<file path="src/rtl/exception_unit_pkg.sv">
// Shared encodings for the exception sequencer: PC-source select codes,
// exception cause codes and the cause/vector helper functions.
package exception_unit_pkg;

   typedef enum logic [2:0] {
      PC_ALU      = 3'b000,
      PC_ALUOUT   = 3'b001,
      PC_INSTR    = 3'b010,
      PC_EPC      = 3'b011,
      PC_EXC      = 3'b100,
      PC_VEC_OPC  = 3'b101,
      PC_VEC_OVF  = 3'b110,
      PC_VEC_DIV0 = 3'b111
   } pc_src_t;

   typedef enum logic [1:0] {
      CAUSE_NONE     = 2'b00,
      CAUSE_OPCODE   = 2'b01,
      CAUSE_OVERFLOW = 2'b10,
      CAUSE_DIV0     = 2'b11
   } cause_t;

   localparam int unsigned CNT_W = 4;

   // Opcode beats overflow beats divide-by-zero.
   function automatic cause_t prio_cause(input logic opc, input logic ovf, input logic div0);
      if (opc)
         return CAUSE_OPCODE;
      else if (ovf)
         return CAUSE_OVERFLOW;
      else if (div0)
         return CAUSE_DIV0;
      else
         return CAUSE_NONE;
   endfunction

   function automatic pc_src_t vec_source(input cause_t cause);
      case (cause)
         CAUSE_OPCODE:   return PC_VEC_OPC;
         CAUSE_OVERFLOW: return PC_VEC_OVF;
         CAUSE_DIV0:     return PC_VEC_DIV0;
         default:        return PC_ALU;
      endcase
   endfunction

endpackage

</file>
<file path="src/rtl/exception_unit.sv">
// Exception entry/return sequencer: saves EPC, vectors through slots 253..255,
// fetches the handler byte, then jumps; rte restores PC from EPC.
module exception_unit
   import exception_unit_pkg::*;
#(
   parameter int unsigned MEM_LATENCY = 2
) (
   input  logic        clk,
   input  logic        reset,
   input  logic        exc_opcode,
   input  logic        exc_overflow,
   input  logic        exc_div0,
   input  logic        rte,
   input  logic [31:0] pc_in,
   input  logic [31:0] mem_data_in,
   output logic        exc_active,
   output logic [2:0]  pc_source,
   output logic        pc_write,
   output logic        mem_read,
   output logic [31:0] epc,
   output logic [31:0] exc_target,
   output logic [1:0]  exc_cause
);

   typedef enum logic [2:0] {
      S_IDLE,
      S_SET_VEC,
      S_MEM_WAIT,
      S_JUMP,
      S_RETURN
   } state_t;

   state_t           state, next_state;
   logic [CNT_W-1:0] wait_cnt;
   logic             any_exc;
   cause_t           cause_reg;
   logic [23:0]      unused_mem_bits;

   assign any_exc         = exc_opcode | exc_overflow | exc_div0;
   assign exc_cause       = cause_reg;
   assign unused_mem_bits = mem_data_in[31:8];

   always_ff @(posedge clk or negedge reset) begin
      if (!reset) begin
         state      <= S_IDLE;
         epc        <= '0;
         exc_target <= '0;
         cause_reg  <= CAUSE_NONE;
         wait_cnt   <= '0;
      end else begin
         state <= next_state;
         case (state)
            S_IDLE: begin
               if (any_exc) begin
                  epc       <= pc_in - 32'd4;
                  cause_reg <= prio_cause(exc_opcode, exc_overflow, exc_div0);
               end
            end
            S_SET_VEC: wait_cnt <= CNT_W'(MEM_LATENCY - 1);
            S_MEM_WAIT: begin
               if (wait_cnt == '0)
                  exc_target <= {24'b0, mem_data_in[7:0]};
               else
                  wait_cnt <= wait_cnt - 1'b1;
            end
            default: ;
         endcase
      end
   end

   // Outputs decode only the registered state and cause, never the inputs.
   always_comb begin
      next_state = state;
      exc_active = 1'b1;
      pc_source  = PC_ALU;
      pc_write   = 1'b0;
      mem_read   = 1'b0;
      case (state)
         S_IDLE: begin
            exc_active = 1'b0;
            if (any_exc)
               next_state = S_SET_VEC;
            else if (rte)
               next_state = S_RETURN;
         end
         S_SET_VEC: begin
            pc_source  = vec_source(cause_reg);
            pc_write   = 1'b1;
            next_state = S_MEM_WAIT;
         end
         S_MEM_WAIT: begin
            mem_read = 1'b1;
            if (wait_cnt == '0)
               next_state = S_JUMP;
         end
         S_JUMP: begin
            pc_source  = PC_EXC;
            pc_write   = 1'b1;
            next_state = S_IDLE;
         end
         S_RETURN: begin
            pc_source  = PC_EPC;
            pc_write   = 1'b1;
            next_state = S_IDLE;
         end
         default: begin
            exc_active = 1'b0;
            next_state = S_IDLE;
         end
      endcase
   end

endmodule

</file>
<file path="config.mk">
export PLATFORM = sky130hd
export DESIGN_NAME = exception_unit
export DESIGN_NICKNAME = d
export VERILOG_FILES = /design/src/rtl/exception_unit_pkg.sv /design/src/rtl/exception_unit.sv
export SDC_FILE = /design/constraint.sdc
export NUM_CORES = 1
export LEC_CHECK = 0
export CORE_MARGIN = 2
export CORE_UTILIZATION = 44
export CTS_BUF_LIST = sky130_fd_sc_hd__clkbuf_4 sky130_fd_sc_hd__clkbuf_8
export CTS_CLUSTER_SIZE = 28
export DETAILED_ROUTE_END_ITERATION = 8
export PLACE_DENSITY_LB_ADDON = 0.25
export SYNTH_ARGS = -nofsm -noshare
export SYNTH_HDL_FRONTEND = slang
export SYNTH_SLANG_ARGS = --single-unit
</file>
<file path="constraint.sdc">
create_clock -name clk -period 2.7 [get_ports clk]
set_clock_uncertainty 0.15 [all_clocks]
set_input_delay 0.405 -clock clk [delete_from_list [all_inputs] [get_ports clk]]
set_output_delay 0.405 -clock clk [all_outputs]
set_load 0.1 [all_outputs]
</file>
==> flow_summary.ini, run 1 <==
[grt]
grt_pass1_wl_mm = 9.17
grt_pass1_vias = 2013
track_usage = 0.174
grt_max_degree = 35
grt-ovfl-total = 0
antenna_found_initial = 0

[layout]
n_antenna_cell = 0
drive_gt1_frac = 0.256
nets = 451
syn_to_final_growth_pct = 34.7
fillers = 534

[critical_path]
critPathLaunchType = input port
cpPeakStageDelay_ns = 0.47
critPathKind = in2reg
endpoint_kind = flop
crit_buf_inv = 2
arrival_ns = 2.31
worstPathMaxFanout = 9
cp_slowest_cell = clkdlybuf4s50_1
cp.required_ns = 2.73
cp_top_family = simple AND/OR/NAND/NOR gates
path_cells = clkdlybuf4s50_1, inv_1, ha_1, nor4b_4, nand4_4, nor4_2, xnor2_1, o21ai_2

[clocking]
htree_levels = 2
max-clock-path-buffers = 2
clkTransAtPathRegs_ns = 0.08
cts_buffers = 5
cts_tree = done
insertion_delay_ns = 0.30
clock-root-buffer = clkbuf_8
numClockSinks = 49

[detailed_routing]
vias_per_cell = 4.81
drtIter0Drc = 78
antenna_left = 0
wirelength_mm = 5.88
wl_per_cell_um = 12.9
drc = 0
dr.pass1.iters = 4
vias = 2184

[synthesis]
yosysSeqAreaShare = 0.449
ys.flop_type = dfrtp_1
ys.warnings.count = 0
async_flop_share = 1.00
ys_types = 42
ys_ff_latch = 49
synthesis.instances = 282
synth_edf_count = 0
syn_area_sq_um = 2730
syn_avg_cell_area_sq_um = 9.68

[timing]
maxSlewViolCount = 0
min_period_ns = 2.27
setup_viol = 0
slew_headroom = 0.662
hold_viol = 0
rsz0062_at_grt = no
worstMarginPinSlew_ns = 0.503
setup_ws_ns = 0.426
period_share = 0.842
fmax_mhz = 440

[outcome]
status = finished clean

[die]
io_pins = 142
start_util = 0.458
die_area_sq_um = 6850
die_h_um = 82.8
die_x_um = 82.8
rows = 28
core_area_sq_um = 5960

[hold_path]
hold_path.class = reg2reg

[placement]
port_buffers = 93
place_congestion = 0.805
dp.final_hpwl_mm = 4.63
post-place-ws_ns = 0.103

[flow_run]
maxCapViolCount = 0
-- worst paths after layout --
check	start	endpoint	slack [ns]	depth (start not counted)
worst max-delay path	pc_in[2]	epc[28]$_DFFE_PN0P_	0.43	8
worst min-delay path	epc[7]$_DFFE_PN0P_	epc[7]$_DFFE_PN0P_	0.33	2
worst max register to register	state[1]$_DFFE_PN0P_	wait_cnt[3]$_DFFE_PN0P_	0.81	5
worst min register to register	epc[7]$_DFFE_PN0P_	epc[7]$_DFFE_PN0P_	0.33	2
max in group asynchronous	reset	epc[11]$_DFFE_PN0P_	1.23	3
min in group asynchronous	reset	state[1]$_DFFE_PN0P_	0.41	2
-- stage by stage --
stage | hold WS, ns | area (sq um) | instances | TNS, ns | utilization
floorplan | -0.0406 | 2840 | 305 | -0.0969 | -
global placement | 0.202 | 3580 | 446 | 0 | 0.601
detailed placement | 0.211 | 3580 | 446 | 0 | 0.601
CTS | 0.341 | 3680 | 454 | 0 | 0.618
global route | 0.364 | 3680 | 454 | 0 | 0.618
finish | 0.332 | 3680 | 454 | 0 | 0.618
-- cell usage after synthesis, types with 2 or more instances --
cell type	n	share of area
buf_2	3	0.0055
xor2_1	7	0.022
inv_1	5	0.0069
nor4_2	5	0.023
dfrtp_1	49	0.45
mux2_2	10	0.041
o21ai_1	5	0.0092
nand2b_1	2	0.0046
clkbuf_1	7	0.0096
nand4_1	2	0.0046
a21oi_1	8	0.015
nand3_1	3	0.0055
ha_1	2	0.0092
o21ai_0	25	0.046
nand2_1	40	0.055
nor3_1	15	0.027
xnor2_1	21	0.067
nor3b_1	2	0.0055
or2_2	2	0.0046
buf_4	24	0.066
or3_1	3	0.0069
nor2b_1	2	0.0046
o21ai_2	4	0.013
nor4b_2	2	0.011
nor2_1	17	0.023
-- routing by layer --
metal / GRT usage / vias up / wire [um]
met4: 0.0525 / 0 / 50
li1: - / 1106 / -
met3: 0.0411 / 5 / 438
met1: 0.220 / 1000 / 2520
met5: 0 / - / 0
met2: 0.295 / 73 / 2870
-- kinds of logic after synthesis --
logic type,after synthesis,share of synthesized area
simple gates,105,0.220
flops,49,0.449
compound gates,47,0.0972
buf+inv,39,0.0880
xor+xnor,28,0.0898
mux,11,0.0449
fa+ha+maj,2,0.00916
other cells,1,0.00137
-- sequential cells by signal, summed over array words and instances (netlist names) --
| signal | flops |
|---|---|
| epc | 32 |
| exc_target | 8 |
| wait_cnt | 4 |
| state | 3 |
| exc_cause | 2 |
-- cell usage in the layout (no fill, tap or decap), types with 2 or more instances in the layout --
cell type,instances
o21ai_1,4
ha_1,2
nor4_2,5
inv_1,5
dfrtp_1,49
o21ai_2,5
mux2_2,10
nor2_1,16
nand4_1,2
conb_1,24
nand2b_1,2
a21oi_2,2
clkbuf_8,6
nor2b_1,2
a21oi_1,6
xor2_1,7
nand2_1,40
buf_4,55
nor3b_1,2
nor3_1,15
or3_1,3
or2_2,2
clkdlybuf4s50_1,44
nor4b_2,2
nand3_1,3
xnor2_1,21
o21ai_0,24
-- layout make-up --
type | count | area (sq um) | share of cell area
multi-input combinational | 217 | 1380 | 0.376
timing repair buffer | 101 | 868 | 0.236
tap | 75 | 93.8 | 0.0255
inverter | 5 | 18.8 | 0.00510
sequential | 49 | 1230 | 0.333
clock buffer | 7 | 90.1 | 0.0245
-- what timing repair did --
| action | in CTS | in global routing |
|---|---|---|
| hold buffers | 1 | 0 |
| resized for setup | 0 | 0 |
| hold endpoints to repair | 17 | 0 |
| buffers inserted | 0 | 0 |
-- worst min-delay path, stage by stage (launching register included) --
cell and delay [ns]:
dfrtp_1 0.35, nand2_1 0.05, o21ai_0 0.06
Power of run 1 is left out: the tool's default activity adds up to more than one toggle a clock period on the data nets, which glitch-free logic cannot reach.
==> inputs of run 2 (changes only) <==
--- a/config.mk
+++ b/config.mk
@@ -6,7 +6,7 @@
 export NUM_CORES = 1
 export LEC_CHECK = 0
 export CORE_MARGIN = 2
-export CORE_UTILIZATION = 44
+export CORE_UTILIZATION = 37
 export CTS_BUF_LIST = sky130_fd_sc_hd__clkbuf_4 sky130_fd_sc_hd__clkbuf_8
 export CTS_CLUSTER_SIZE = 28
 export DETAILED_ROUTE_END_ITERATION = 8
==> constraint.sdc (replaced) <==
create_clock -name clk -period 1.8 [get_ports clk]
set_clock_uncertainty 0.15 [all_clocks]
set_input_delay 0.27 -clock clk [delete_from_list [all_inputs] [get_ports clk]]
set_output_delay 0.27 -clock clk [all_outputs]
set_load 0.1 [all_outputs]
==> run 2 against run 1 <==
Effect of this change:
- the run now ends with negative setup slack left
- cell area increased by 40%
- sequential share of layout area shrank 9.3 points
- setup slack got worse by 0.50 ns
- flip-flop and latch count stayed put
- utilization rose by 9.5 points
- non-clock buffer count is 61 higher
- cell count up 19%
- register-to-register slack got worse by 0.82 ns
- global-route usage is 0.99 points higher
- critical path type is now reg2out
==> flow_summary.ini, run 2 (synthesis gave the netlist of run 1 again) <==
[timing]
fmax_mhz = 534
period_share = 1.04
setup_ws_ns = -0.0717
setup_viol = 9
min_period_ns = 1.87
rsz0062_at_grt = yes
hold_viol = 0
maxSlewViolCount = 0

[outcome]
status = finished, violations left
violations = negative setup slack

[critical_path]
r2r-end = epc[21]$_DFFE_PN0P_
cp.required_ns = 1.38
r2r_start = state[0]$_DFFE_PN0P_
endpoint_kind = output pin
arrival_ns = 1.45
critPathLaunchType = flop
rr_worst_depth = 8
reg2reg_setup_slack_ns = -0.01
worstPathMaxFanout = 6
critPathKind = reg2out
crit_start = state[0]$_DFFE_PN0P_

[clocking]
insertion_delay_ns = 0.30
numClockSinks = 49
cts_tree = done
max-clock-path-buffers = 2
cts_buffers = 5
clock-root-buffer = clkbuf_8
htree_levels = 2
clkTransAtPathRegs_ns = 0.10

[layout]
finalNonFillerCells = 541
fillers = 540
register_area_sq_um = 1240
nets = 513
syn_to_final_growth_pct = 88.3
n_antenna_cell = 0
largest_reg_flops = 32
top_regs = epc (32), exc_target (8), wait_cnt (4)
layout_commonest_cell = buf_4
drive_gt1_frac = 0.437
layout_common_cells = buf_4 (57), buf_12 (54), dfrtp_1 (44)
regMostFlops = epc
multi_input_area_sq_um = 1590

[die]
start_util = 0.378
die_h_um = 89.9
die_x_um = 89.9
io_pins = 142
rows = 31
die_area_sq_um = 8080
core_area_sq_um = 7210

[detailed_routing]
antenna_left = 0
wirelength_mm = 7.54
wl_per_cell_um = 13.9
vias_per_cell = 4.64
drc = 0
dr.pass1.iters = 4
drtIter0Drc = 68
vias = 2509

[grt]
grt_max_degree = 33
track_usage = 0.184
grt_pass1_vias = 2603
grt_pass1_wl_mm = 12.4
antenna_found_initial = 0
grt-ovfl-total = 0

[hold_path]
hold_depth = 3
hp-start = pc_in[2]
min_to = epc[2]$_DFFE_PN0P_
hold_path.class = in2reg

[flow_run]
maxCapViolCount = 0

[placement]
post-place-ws_ns = -0.548
port_buffers = 93
placed_cells = 510
place_congestion = 0.817
dp.final_hpwl_mm = 5.42
-- run 2: critical path, cell delays in order, from the launching register on --
cell	delay [ns]
dfrtp_2	0.48
buf_6	0.14
nand2b_4	0.07
o21ai_4	0.06
or2_4	0.23
buf_12	0.17
-- run 2: worst max-delay path by stage --
| stage | cells after the start | endpoint | slack [ns] |
|---|---|---|---|
| final | 5 | exc_active | -0.07 |
| after floorplan | 3 | exc_active | -0.53 |
| after CTS | 4 | exc_active | -0.07 |
| after detailed placement | 8 | epc[30]$_DFFE_PN0P_ | -0.55 |
| after global placement | 8 | epc[30]$_DFFE_PN0P_ | -0.52 |
| after global routing | 5 | exc_active | -0.12 |
-- run 2: through the flow --
step | setup TNS [ns] | utilization | hold slack, ns | cell area (sq um)
floorplan | -6.34 | - | -0.176 | 2910
global placement | -9.67 | 0.643 | 0.103 | 4640
detailed placement | -10.97 | 0.643 | 0.103 | 4640
CTS | -0.290 | 0.689 | 0.249 | 4970
global route | -1.73 | 0.712 | 0.139 | 5140
finish | -0.197 | 0.712 | 0.118 | 5140
-- run 2: routing by layer --
layer  global-route usage  wire length [um]  vias up  part of all wire
met1                0.218              3000     1196              0.40
met3               0.0419               368        6             0.049
met5                    0                 0        -                 0
met4               0.0359                70        0            0.0093
li1                     -                 -     1231                 -
met2                0.342              4100       76              0.54
-- run 2: area by class of cell --
class / instances / area share
repair buffers: 162 / 0.395
clock inverters: 3 / 0.0134
multi-input cells: 218 / 0.309
clock buffers: 5 / 0.0134
inverters: 5 / 0.00414
well taps: 99 / 0.0241
flip-flops and latches: 49 / 0.241
-- run 2: timing repair --
item,4_1_cts,5_1_grt
endpoints found under the hold margin,49,0
buffers inserted,11,9
gates resized for setup,29,40
hold buffers,1,0
cloned,1,1
setup endpoints to repair,25,36
pin swaps,12,13
Power of run 2 is left out for the same reason.
==> inputs of run 3 (changes only) <==
--- a/config.mk
+++ b/config.mk
@@ -10,6 +10,7 @@
 export CTS_BUF_LIST = sky130_fd_sc_hd__clkbuf_4 sky130_fd_sc_hd__clkbuf_8
 export CTS_CLUSTER_SIZE = 28
 export DETAILED_ROUTE_END_ITERATION = 8
+export HOLD_SLACK_MARGIN = 0.05
 export PLACE_DENSITY_LB_ADDON = 0.25
 export SYNTH_ARGS = -nofsm -noshare
 export SYNTH_HDL_FRONTEND = slang
==> results of run 3 <==
No change in the layout: final DEF, timing and power equal those of run 2.
Power of run 3 is left out for the same reason.
